$ cat config.mk
export PLATFORM = sky130hd
export DESIGN_NAME = hs_job_ctrl_flat
export DESIGN_NICKNAME = d
export VERILOG_FILES = /design/src/rtl/hs_job_ctrl_if.sv /design/src/rtl/hs_job_ctrl.sv /design/src/flat_wrapper.sv
export SDC_FILE = /design/constraint.sdc
export NUM_CORES = 1
export LEC_CHECK = 0
export CAP_MARGIN = 20
export CELL_PAD_IN_SITES_DETAIL_PLACEMENT = 1
export CELL_PAD_IN_SITES_GLOBAL_PLACEMENT = 2
export CORE_AREA = 2 2 98 100
export CTS_CLUSTER_SIZE = 10
export DETAILED_ROUTE_END_ITERATION = 12
export DIE_AREA = 0 0 100 102
export PLACE_DENSITY_LB_ADDON = 0.05
export REMOVE_ABC_BUFFERS = 1
export SLEW_MARGIN = 20
export SYNTH_ARGS = -nofsm -noshare
export SYNTH_HDL_FRONTEND = slang
export SYNTH_SLANG_ARGS = --single-unit
$ cat constraint.sdc
create_clock -name clk -period 4.38 [get_ports clk]
set_clock_uncertainty 0.15 [all_clocks]
set_input_delay 0.438 -clock clk [delete_from_list [all_inputs] [get_ports clk]]
set_output_delay 0.438 -clock clk [all_outputs]
set_load 0.01 [all_outputs]
$ cat src/rtl/hs_job_ctrl_if.sv
// ---------------------------------------------------------------------------
// hs_job_ctrl_if
// Bundles the per-channel job handshake signals of hs_job_ctrl.
//
// Parameters
//   CH   number of channels (one bit per channel on every vector)
//   ECW  width of each per-channel error counter
//
// Signals (direction seen from the controller, i.e. the slave modport)
//   en, go, abort, fault   in   [CH]      per-channel control requests
//   interrupt              in   1         global start blocker
//   rdy, start, req, ack   out  [CH]      handshake status
//   endd, stop, er         out  [CH]      completion / abort / error pulses
//   err_cnt                out  [CH*ECW]  saturating fault counts, ch c at [c*ECW +: ECW]
//   busy                   out  1         some channel is not idle
//
// master: the side that issues jobs (testbench / system).
// slave : the controller.
// ---------------------------------------------------------------------------
interface hs_job_ctrl_if #(
    parameter int CH  = 4,
    parameter int ECW = 4
) ();

    logic [CH-1:0]     en;
    logic [CH-1:0]     go;
    logic [CH-1:0]     abort;
    logic [CH-1:0]     fault;
    logic              interrupt;

    logic [CH-1:0]     rdy;
    logic [CH-1:0]     start;
    logic [CH-1:0]     req;
    logic [CH-1:0]     ack;
    logic [CH-1:0]     endd;
    logic [CH-1:0]     stop;
    logic [CH-1:0]     er;
    logic [CH*ECW-1:0] err_cnt;
    logic              busy;

    modport master (
        output en, go, abort, fault, interrupt,
        input  rdy, start, req, ack, endd, stop, er, err_cnt, busy
    );

    modport slave (
        input  en, go, abort, fault, interrupt,
        output rdy, start, req, ack, endd, stop, er, err_cnt, busy
    );

endinterface

$ cat src/rtl/hs_job_ctrl.sv
// ---------------------------------------------------------------------------
// hs_job_ctrl
// Multi-channel job handshake controller. Every channel runs its own
// IDLE -> READY -> RUN -> DONE sequence: a job is started by go while READY,
// req/start marks the first RUN cycle and ack follows exactly ACK_LAT cycles
// later, after which a one-cycle endd pulse closes the job. abort produces a
// one-cycle stop pulse; a fault while running holds er for ERR_HOLD cycles
// and bumps a saturating per-channel error counter. A global interrupt
// blocks new starts (IDLE->READY and READY->RUN) but never disturbs a
// channel that is already running or finishing.
//
// Parameters
//   CH        number of independent channels (>=1)
//   ACK_LAT   cycles from req to ack (>=1)
//   ERR_HOLD  cycles er stays high per fault (>=1)
//   ECW       width of each per-channel error counter
//   The interface instance must be built with the same CH and ECW.
//
// Ports
//   clk   in   clock, all logic on the rising edge
//   rst   in   synchronous active-low reset
//   bus   slave modport of hs_job_ctrl_if (see that file for signal list)
//
// All outputs are decoded from registered state/counters only, so there is
// no combinational path from any input to any output.
// ---------------------------------------------------------------------------
module hs_job_ctrl #(
    parameter int CH       = 4,
    parameter int ACK_LAT  = 5,
    parameter int ERR_HOLD = 3,
    parameter int ECW      = 4
) (
    input  logic         clk,
    input  logic         rst,
    hs_job_ctrl_if.slave bus
);

    localparam int CW = $clog2(ACK_LAT + 1);
    localparam int HW = $clog2(ERR_HOLD + 1);

    localparam logic [CW-1:0]  CNT_LAST   = CW'(ACK_LAT);
    localparam logic [HW-1:0]  HOLD_FIRST = HW'(1);
    localparam logic [HW-1:0]  HOLD_LAST  = HW'(ERR_HOLD);
    localparam logic [ECW-1:0] ERR_MAX    = {ECW{1'b1}};

    typedef enum logic [2:0] {
        S_IDLE,
        S_READY,
        S_RUN,
        S_DONE,
        S_STOP,
        S_ERROR
    } state_t;

    state_t         state_q [CH];
    logic [CW-1:0]  cnt_q   [CH];   // RUN cycle index; 0 on the req cycle
    logic [HW-1:0]  hold_q  [CH];   // ERROR cycle index, 1..ERR_HOLD
    logic [ECW-1:0] err_q   [CH];

    function automatic logic [ECW-1:0] sat_inc(input logic [ECW-1:0] v);
        return (v == ERR_MAX) ? v : v + ECW'(1);
    endfunction

    // ---------------------------------------------------------------------
    // Per-channel state machines. Channels share nothing but interrupt and
    // reset, so one loop body describes them all.
    // ---------------------------------------------------------------------
    always_ff @(posedge clk) begin
        for (int c = 0; c < CH; c++) begin
            if (!rst) begin
                state_q[c] <= S_IDLE;
                cnt_q[c]   <= '0;
                hold_q[c]  <= '0;
                err_q[c]   <= '0;
            end else begin
                unique case (state_q[c])
                    S_IDLE: begin
                        if (bus.en[c] && !bus.interrupt) begin
                            state_q[c] <= S_READY;
                        end
                    end
                    S_READY: begin
                        // abort outranks interrupt, which outranks go; en
                        // dropping here deliberately does not leave READY.
                        if (bus.abort[c]) begin
                            state_q[c] <= S_STOP;
                        end else if (bus.interrupt) begin
                            state_q[c] <= S_IDLE;
                        end else if (bus.go[c]) begin
                            state_q[c] <= S_RUN;
                            cnt_q[c]   <= '0;
                        end
                    end
                    S_RUN: begin
                        // fault beats completion even on the ack cycle, so a
                        // faulted job never produces endd.
                        if (bus.abort[c]) begin
                            state_q[c] <= S_STOP;
                        end else if (bus.fault[c]) begin
                            state_q[c] <= S_ERROR;
                            hold_q[c]  <= HOLD_FIRST;
                            err_q[c]   <= sat_inc(err_q[c]);
                        end else if (cnt_q[c] == CNT_LAST) begin
                            state_q[c] <= S_DONE;
                        end else begin
                            cnt_q[c] <= cnt_q[c] + CW'(1);
                        end
                    end
                    S_DONE, S_STOP: begin
                        state_q[c] <= S_IDLE;
                    end
                    S_ERROR: begin
                        if (hold_q[c] == HOLD_LAST) begin
                            state_q[c] <= S_IDLE;
                        end else begin
                            hold_q[c] <= hold_q[c] + HW'(1);
                        end
                    end
                    default: begin
                        state_q[c] <= S_IDLE;
                    end
                endcase
            end
        end
    end

    // ---------------------------------------------------------------------
    // Moore output decode
    // ---------------------------------------------------------------------
    logic [CH-1:0]     rdy_d;
    logic [CH-1:0]     start_d;
    logic [CH-1:0]     ack_d;
    logic [CH-1:0]     endd_d;
    logic [CH-1:0]     stop_d;
    logic [CH-1:0]     er_d;
    logic [CH*ECW-1:0] err_cnt_d;
    logic              busy_d;

    always_comb begin
        rdy_d     = '0;
        start_d   = '0;
        ack_d     = '0;
        endd_d    = '0;
        stop_d    = '0;
        er_d      = '0;
        err_cnt_d = '0;
        busy_d    = 1'b0;
        for (int c = 0; c < CH; c++) begin
            rdy_d[c]                 = (state_q[c] == S_READY);
            start_d[c]               = (state_q[c] == S_RUN) && (cnt_q[c] == '0);
            ack_d[c]                 = (state_q[c] == S_RUN) && (cnt_q[c] == CNT_LAST);
            endd_d[c]                = (state_q[c] == S_DONE);
            stop_d[c]                = (state_q[c] == S_STOP);
            er_d[c]                  = (state_q[c] == S_ERROR);
            err_cnt_d[c*ECW +: ECW]  = err_q[c];
            busy_d                   = busy_d | (state_q[c] != S_IDLE);
        end
    end

    assign bus.rdy     = rdy_d;
    assign bus.start   = start_d;
    assign bus.req     = start_d;
    assign bus.ack     = ack_d;
    assign bus.endd    = endd_d;
    assign bus.stop    = stop_d;
    assign bus.er      = er_d;
    assign bus.err_cnt = err_cnt_d;
    assign bus.busy    = busy_d;

endmodule
$ cat src/flat_wrapper.sv
// flat-port wrapper written by rule: the top's interface ports become plain ports
module hs_job_ctrl_flat 
#(
    parameter int CH       = 4,
    parameter int ACK_LAT  = 5,
    parameter int ERR_HOLD = 3,
    parameter int ECW      = 4
)
  (clk, rst, bus_en, bus_go, bus_abort, bus_fault, bus_interrupt, bus_rdy, bus_start, bus_req, bus_ack, bus_endd, bus_stop, bus_er, bus_err_cnt, bus_busy);
  hs_job_ctrl_if #(.CH(CH), .ECW(ECW)) bus_i ();
  input  logic clk;
  input  logic rst;
  input wire logic [$bits(bus_i.en)-1:0] bus_en;
  input wire logic [$bits(bus_i.go)-1:0] bus_go;
  input wire logic [$bits(bus_i.abort)-1:0] bus_abort;
  input wire logic [$bits(bus_i.fault)-1:0] bus_fault;
  input wire logic [$bits(bus_i.interrupt)-1:0] bus_interrupt;
  output wire logic [$bits(bus_i.rdy)-1:0] bus_rdy;
  output wire logic [$bits(bus_i.start)-1:0] bus_start;
  output wire logic [$bits(bus_i.req)-1:0] bus_req;
  output wire logic [$bits(bus_i.ack)-1:0] bus_ack;
  output wire logic [$bits(bus_i.endd)-1:0] bus_endd;
  output wire logic [$bits(bus_i.stop)-1:0] bus_stop;
  output wire logic [$bits(bus_i.er)-1:0] bus_er;
  output wire logic [$bits(bus_i.err_cnt)-1:0] bus_err_cnt;
  output wire logic [$bits(bus_i.busy)-1:0] bus_busy;
  assign bus_i.en = bus_en;
  assign bus_i.go = bus_go;
  assign bus_i.abort = bus_abort;
  assign bus_i.fault = bus_fault;
  assign bus_i.interrupt = bus_interrupt;
  assign bus_rdy = bus_i.rdy;
  assign bus_start = bus_i.start;
  assign bus_req = bus_i.req;
  assign bus_ack = bus_i.ack;
  assign bus_endd = bus_i.endd;
  assign bus_stop = bus_i.stop;
  assign bus_er = bus_i.er;
  assign bus_err_cnt = bus_i.err_cnt;
  assign bus_busy = bus_i.busy;
  hs_job_ctrl #(.CH(CH), .ACK_LAT(ACK_LAT), .ERR_HOLD(ERR_HOLD), .ECW(ECW)) u_core (.clk(clk), .rst(rst), .bus(bus_i));
endmodule
* Word-level counts from Yosys, hierarchy flattened *
Memories as Yosys holds them, arrays and structs flattened.
Index checks and enable logic that the tools add are counted.

word-level totals
  flip-flop bits (word level) = 0
  memories = 4
  bits in writable memories = 48
  logic and storage cells = 418
  input bits = 19

cells by class
  mux-type cells = 274
  bitwise operators = 63
  eq/ne operators = 32
  add/subtract/negate cells = 12
  reductions and logical operators = 33

memories
  name            depth  width  rd ports  clocked after Yosys merged registers in  write ports  RTL line           text
  u_core.err_q    4      4      4         0                                        4            hs_job_ctrl.sv:58  logic [ECW-1:0] err_q [CH];
  u_core.cnt_q    4      3      4         0                                        4            hs_job_ctrl.sv:56  logic [CW-1:0] cnt_q [CH];
  u_core.state_q  4      3      4         0                                        4            hs_job_ctrl.sv:55  state_t state_q [CH];
  u_core.hold_q   4      2      4         0                                        4            hs_job_ctrl.sv:57  logic [HW-1:0] hold_q [CH];

operator list
  kind                                                             count
  1-bit two-way mux                                                210
  3-bit two-way mux                                                48
  1-bit bitwise OR                                                 63
  3-bit == test, second input constant                             12
  4-bit two-way mux                                                8
  3-bit by 2-bit == test with 1-bit output, second input constant  8
  3-bit zero test                                                  8
  6-bit OR reduction                                               4
  4-bit by 1-bit adder with 4-bit output, second input constant    4
  4-bit == test, second input constant                             4
  2-bit two-way mux                                                8
  3-bit by 1-bit adder with 3-bit output, second input constant    4
  3-bit by 1-bit == test with 1-bit output, second input constant  4
  1-bit logical AND                                                12
  3-bit nonzero test                                               4
  2-bit by 1-bit adder with 2-bit output, second input constant    4
  2-bit == test, second input constant                             4
  2-bit OR reduction                                               4
  1-bit zero test                                                  1

* Depth between registers and ports, before layout *
  word-level depth = 16
  depth in mapped cells = 6

* Worst setup path after synthesis *
OpenSTA, ideal clock, no wires.

  kind = reg-to-output
  from = memory u_core.state_q[1][5] (netlist name)
  to = output bus_start[3]
  path slack = 2.163 ns
  data required time = 3.792 ns
  cell stages (with the launch flop) = 5
  data arrival time = 1.629 ns
  buffers on the path = 2
  cells stage by stage = edfxtp_1 -> clkbuf_1 -> or3b_2 -> nor3b_1 -> buf_4

RTL lines
  item         RTL line            text
  from (decl)  hs_job_ctrl.sv:55
  to (decl)    flat_wrapper.sv:19  output wire logic [$bits(bus_i.start)-1:0] bus_start;

==> run metrics <==
Core Region=9110 µm²; layout cells sized above 1=3.85%; required time at the worst-slack endpoint=3790 ps; Total Die Area=10,200 µm²; stage delay of the slowest cell on the critical path=590 ps; part of the power in the clock network=17.8%; worst hold path depth=1; Avg WL per Cell=15.7 µm; Synth Instances=309; detailed-placement wirelength estimate=5640 µm; Netlist Area Pre-Place=3030 µm²; setup slack after placement=1700 ps; clock latency of the later-clocked register in the worst-skew pair=290 ps; Flop pwr share=49.1%; Overall Power=0.00145 W; Area Overhead vs Synth=25.4%; clock root buffer master=sky130_fd_sc_hd__clkbuf_8; Rows=35; fmax=0.347 GHz; number of buffer and inverter instances along the worst setup path=1; DRC violation total after the first TritonRoute iteration=40; cell at the slowest stage of the critical path=sky130_fd_sc_hd__clkdlybuf4s50_1; worst slack on hold paths=454 ps; startpoint kind of the worst setup timing path=register; Routability Congestion=0.736; initial antenna violation count=0; Worst Slack Setup Final=1500 ps; total overflow reported by the global router=0; final routed wirelength across all metal layers=7430 µm; first-pass GRT wire length=12,400 µm; GRT Util Overall=15.4%; post-synthesis sequential area ratio=47.6%; number of gates given a new drive strength after cts=0; share of the cycle needed by the critical path after routing=65.8%; Ports=64; vias in the first global route=2,454; width of the die=100 µm; residual antenna-violating net count after detailed routing=0; top flip-flop cell by instance count after synthesis=sky130_fd_sc_hd__edfxtp_1; number of vias after detailed routing=2,396; leakage power of the design=1.44 nW; worst rel slew slack=60.4%; unrepaired setup endpoints after global routing=false; start-to-end type of the worst setup path=register to primary output; status=finished clean; Area contributors post-synth=sky130_fd_sc_hd__edfxtp_1 48%, sky130_fd_sc_hd__ha_1 8.3%, sky130_fd_sc_hd__nor2_1 6.2%, sky130_fd_sc_hd__nor3b_1 3.2%, sky130_fd_sc_hd__and3_1 2.7%; # Max-Cap Violations=0; cell taking the most area after synthesis=sky130_fd_sc_hd__edfxtp_1; number of flops mapped to enable cells by yosys=48; switching power share of the total=34.8%; average size of a mapped cell=9.80 µm²; slew at the pin closest to its max-slew limit=587 ps; endpoints failing hold=0; fraction of synthesis flops using an asynchronous set or reset pin=0%; combinational cell fraction of total power=33.1%; synth cell count leaders=50 x sky130_fd_sc_hd__nor2_1, 48 x sky130_fd_sc_hd__edfxtp_1, 21 x sky130_fd_sc_hd__nand2_1; maximum number of pins on one net before global-route repair=25; number of cell instances on the worst register-to-register path=4; average via count per standard cell=5.04; CTS clk-pin slew, worst paths=90 ps; family of cells with the greatest summed delay on the critical path=simple AND/OR/NAND/NOR gates; Final Max Slew Viols=0; CP endpoint kind=primary output; number of search-and-repair iterations in the first detailed-routing pass=4; total number of cells along the worst setup path=3; number of antenna diodes=0; number of buffers between clock root and the deepest sink=2; TritonCTS clock tree=done; Int Pwr=0.000946 W; total setup buffers inserted after CTS=0; Yosys top cell area share=47.6%; final critical delay including setup and external delays=2880 ps; Port-buffer cells=63; layout net count=402; maximum level of the CTS H-tree=2; PD cells=382 nW/µm²; vertical die dimension=102 µm; number of setup violations in the final report=0; sinks on the clock net=48; synth warn=0; Max VDD drop=133 µV; number of buffers created by CTS=5; most frequent cell after synthesis=sky130_fd_sc_hd__nor2_1; CP Data Arrival Time=2290 ps; hold buffers post-CTS=0; drt drc=0; Synth cell types=45; Net Switching=0.000504 W; sum of negative setup slack=0 ps; worst hold-check path type=register to register; starting utilization of the core area=33.3%; chain of cells forming the critical path=or3b_2 -> nor3b_1 -> clkdlybuf4s50_1; #FFs+latches synth=48; Max Fanout on Critical Path=11
==> flip-flops by register name, indices dropped and copies added (netlist names) <==
register        flops
u_core.cnt_q       12
u_core.hold_q       8
u_core.state_q     12
u_core.err_q       16
==> layout by cell type (no fill, tap or decap), types with 3 or more instances in the layout <==
cell type / n
sky130_fd_sc_hd__clkdlybuf4s50_1: 63
sky130_fd_sc_hd__nor2_1: 50
sky130_fd_sc_hd__edfxtp_1: 48
sky130_fd_sc_hd__nand2_1: 21
sky130_fd_sc_hd__ha_1: 20
sky130_fd_sc_hd__inv_1: 18
sky130_fd_sc_hd__nand3_1: 14
sky130_fd_sc_hd__nor3b_1: 13
sky130_fd_sc_hd__nor3_1: 13
sky130_fd_sc_hd__and3_1: 13
sky130_fd_sc_hd__o21ai_0: 11
sky130_fd_sc_hd__a21oi_1: 10
sky130_fd_sc_hd__xnor2_1: 8
sky130_fd_sc_hd__xor2_1: 6
sky130_fd_sc_hd__nand3b_1: 5
sky130_fd_sc_hd__clkbuf_8: 5
sky130_fd_sc_hd__nand2b_1: 3
sky130_fd_sc_hd__or4_1: 3
sky130_fd_sc_hd__a31oi_1: 3
==> layer usage <==
| layer | wire length (µm) | global-route usage [%] | vias to the layer above |
|---|---|---|---|
| met2 | 3540 | 25.8 | 39 |
| li1 | - | - | 1209 |
| met1 | 3670 | 21.3 | 1144 |
| met3 | 166 | 2.26 | 4 |
| met5 | 0 | 0 | - |
| met4 | 55 | 3.48 | 0 |
==> final timing paths <==
check	end	slack [ps]	startpoint
setup / recovery	bus_req[1]	1500	u_core.state_q[0][3]$_SDFFCE_PP0P_
hold / removal	u_core.hold_q[0][0]$_DFFE_PP_	450	u_core.hold_q[0][0]$_DFFE_PP_
setup reg to reg	u_core.err_q[2][0]$_SDFFCE_PN0P_	1940	u_core.state_q[1][0]$_SDFFCE_PP0P_
hold reg to reg	u_core.hold_q[0][0]$_DFFE_PP_	450	u_core.hold_q[0][0]$_DFFE_PP_
==> kinds of logic after synthesis <==
kind of cell | count (synthesis) | synth area share [%]
AOI/OAI and AO/OA | 38 | 8.14
and+or+nand+nor | 153 | 26.6
adders and majority gates | 20 | 8.26
buffers and inverters | 36 | 5.41
DFF | 48 | 47.6
xor gates and xnor gates | 14 | 4.05
==> metrics by stage <==
stage	utilization (%)	std cells	cell area [µm²]
2_1_floorplan	-	291	2930
3_3_place_gp	40.8	467	3720
3_5_place_dp	40.8	467	3720
4_1_cts	41.7	475	3800
5_1_grt	41.7	475	3800
6_report	41.7	475	3800
==> power groups by stage <==
stage	Sequential, W	Combinational, W	Clock, W
global route	0.000733	0.000539	0.000283
CTS	0.000713	0.000487	0.000273
finish	0.000711	0.000481	0.000258
detailed placement	0.000723	0.000485	0
global placement	0.000719	0.000482	0
floorplan	0.000691	0.000274	0
==> worst register-to-register path, stage by stage (launching register included) <==
cell	delay, ps
sky130_fd_sc_hd__edfxtp_1	510
sky130_fd_sc_hd__or3b_1	490
sky130_fd_sc_hd__nor3_2	260
sky130_fd_sc_hd__nand2_1	190
sky130_fd_sc_hd__o21ai_0	480
==> layout make-up <==
cell class | count | area [µm²]
sequential | 48 | 1440
clock buffer | 7 | 76.3
timing repair buffer | 65 | 646
multi-input combinational | 225 | 1420
inverter | 18 | 67.6
tap | 111 | 139
clock inverter | 1 | 3.75
fill | 1047 | 5310
Note: power is estimated with default switching activity, not from simulation.
==> edit (same flow settings) <==
`ERR_HOLD` is set to 3 in 2 places; all go to 5.
--- a/src/rtl/hs_job_ctrl.sv
+++ b/src/rtl/hs_job_ctrl.sv
@@ -28,5 +28,5 @@
     parameter int CH       = 4,
     parameter int ACK_LAT  = 5,
-    parameter int ERR_HOLD = 3,
+    parameter int ERR_HOLD = 5,
     parameter int ECW      = 4
 ) (
--- a/src/flat_wrapper.sv
+++ b/src/flat_wrapper.sv
@@ -4,5 +4,5 @@
     parameter int CH       = 4,
     parameter int ACK_LAT  = 5,
-    parameter int ERR_HOLD = 3,
+    parameter int ERR_HOLD = 5,
     parameter int ECW      = 4
 )
Behaviour: not the same (a bounded check fails within 10 cycles, from zero or initial values).
==> edit against the unedited design <==
Synthesized area grew 8.8%. Critical path depth is the same. First-iteration DRC count grew 38%. Sequential cell count grew 4. Clock power grew 27%. Cell count grew 6.1%. Total power grew 18%. Synthesized cell count grew 9.7%. Routed wire length grew 2.8%. Cell area grew 7.5%. Worst setup slack gained 0.066 ns. Sequential power grew 15%. Combinational power grew 18%. Largest cell class unchanged.
==> edit: results (changes against the unedited design) <==
[layout]
nets=435  ; +8.2%
inv_count=22  ; +4
final.fill_count=1046  ; -0.096%
buf_share=0.1562  ; -0.01377
largest_register=u_core.err_q
seqCellArea_um2=1562  ; +8.3%
multi_input_comb_cells=247  ; +9.8%
drive_gt1_frac=0.03562  ; -0.002838
clock_area_frac=0.02604  ; +0.004954
multi_input_area_share=0.3811  ; +0.006166
buffers=64  ; -1.5%

[hold_path]
whs_endpoint=u_core.cnt_q[1][0]$_SDFFCE_PN0P_
hp-start=u_core.cnt_q[1][0]$_SDFFCE_PN0P_

[clocking]
cts_sinks=52  ; +8.3%
clk_latency_ns=0.31  ; +0.02 ns

[grt]
grtUsageTotal=0.1569  ; +0.002922
grt_pass1_wl_mm=12.92  ; +3.9%
use_met3=0.02462  ; +0.002052
gr-usage-met2=0.2609  ; +0.003119
grt_start_max_net_pins=26  ; +4.0%
use_met1=0.2165  ; +0.003647
grt_pass1_vias=2615  ; +6.6%

[power]
clkPwrFrac=0.191  ; +0.013
power_frac_seq=0.478  ; -0.013
p_int_uw=1123  ; +19%
ir_drop_mv=0.1491  ; +12%
p_leak_uw=0.001555  ; +8.4%

[drt]
viasPerCell=5.107  ; +1.2%
met2_length_mm=3.666  ; +3.6%
wl_met1_mm=3.698  ; +0.65%
drt-pass1-iter-count=4  ; unchanged
wl_mm=7.639  ; +2.8%
first_iter_violations=55  ; +38%
wl_met3_um=195  ; +17%

[yosys]
synth_edf_count=52  ; +8.3%
yosysUniqueCellTypes=46  ; +2.2%
async_reset_ff_frac=0  ; unchanged
synth_area_leaders=edfxtp_1 (47%), ha_1 (9.1%), nor2_1 (7.0%)
synth_common_cells=nor2_1 (61), edfxtp_1 (52), ha_1 (24)
ys_seq_area_frac=0.4740  ; -0.001852

[place]
port_buffers=63  ; unchanged
hpwl_mm=5.793  ; +2.8%
place_ws_ns=1.542  ; -0.1535 ns

[setup_path]
crit_start=u_core.state_q[1][1]$_SDFFCE_PP0P_
crit-reg2reg-launch=u_core.state_q[1][1]$_SDFFCE_PP0P_
crit_path_end=bus_start[2]
reg2reg_to=u_core.err_q[2][1]$_SDFFCE_PN0P_
rr_worst_depth=4  ; unchanged
crit_arrival_ns=2.23  ; -0.06 ns
crit_fanout=12  ; +1

[timing]
worst_pin_slew_ns=0.6286  ; +0.04112 ns
hold_viol_final=0  ; unchanged
max_freq_mhz=355.3  ; +2.3%

[status]
status=finished, final reports clean

edit: logic make-up (layout without fill, tap and decap cells):
| family | Yosys count | in the layout | share of synthesized area |
|---|---|---|---|
| flops | 52 | 52 | 0.4740 |
| buf+inv | 40 | 94 | 0.05355 |
| simple gates | 167 | 167 | 0.2609 |
| fa+ha+maj | 24 | 24 | 0.09115 |
| compound gates | 37 | 37 | 0.06989 |
| xor+xnor | 19 | 19 | 0.05051 |
edit: per-stage QoR:
stage	instance area, um^2	hold slack, ns	total power [uW]	instances
3_3_place_gp	3978	0.4485	1397	496
6_report	4084	0.4799	1716	504
3_5_place_dp	3978	0.4662	1407	496
2_1_floorplan	3201	0.4252	1124	321
5_1_grt	4084	0.5199	1839	504
4_1_cts	4084	0.4818	1744	504
edit: worst max-delay path: stages (launching register included):
cell and delay [ns]:
edfxtp_1 0.60, or3b_1 0.45, nor3b_1 0.28, clkdlybuf4s50_1 0.59
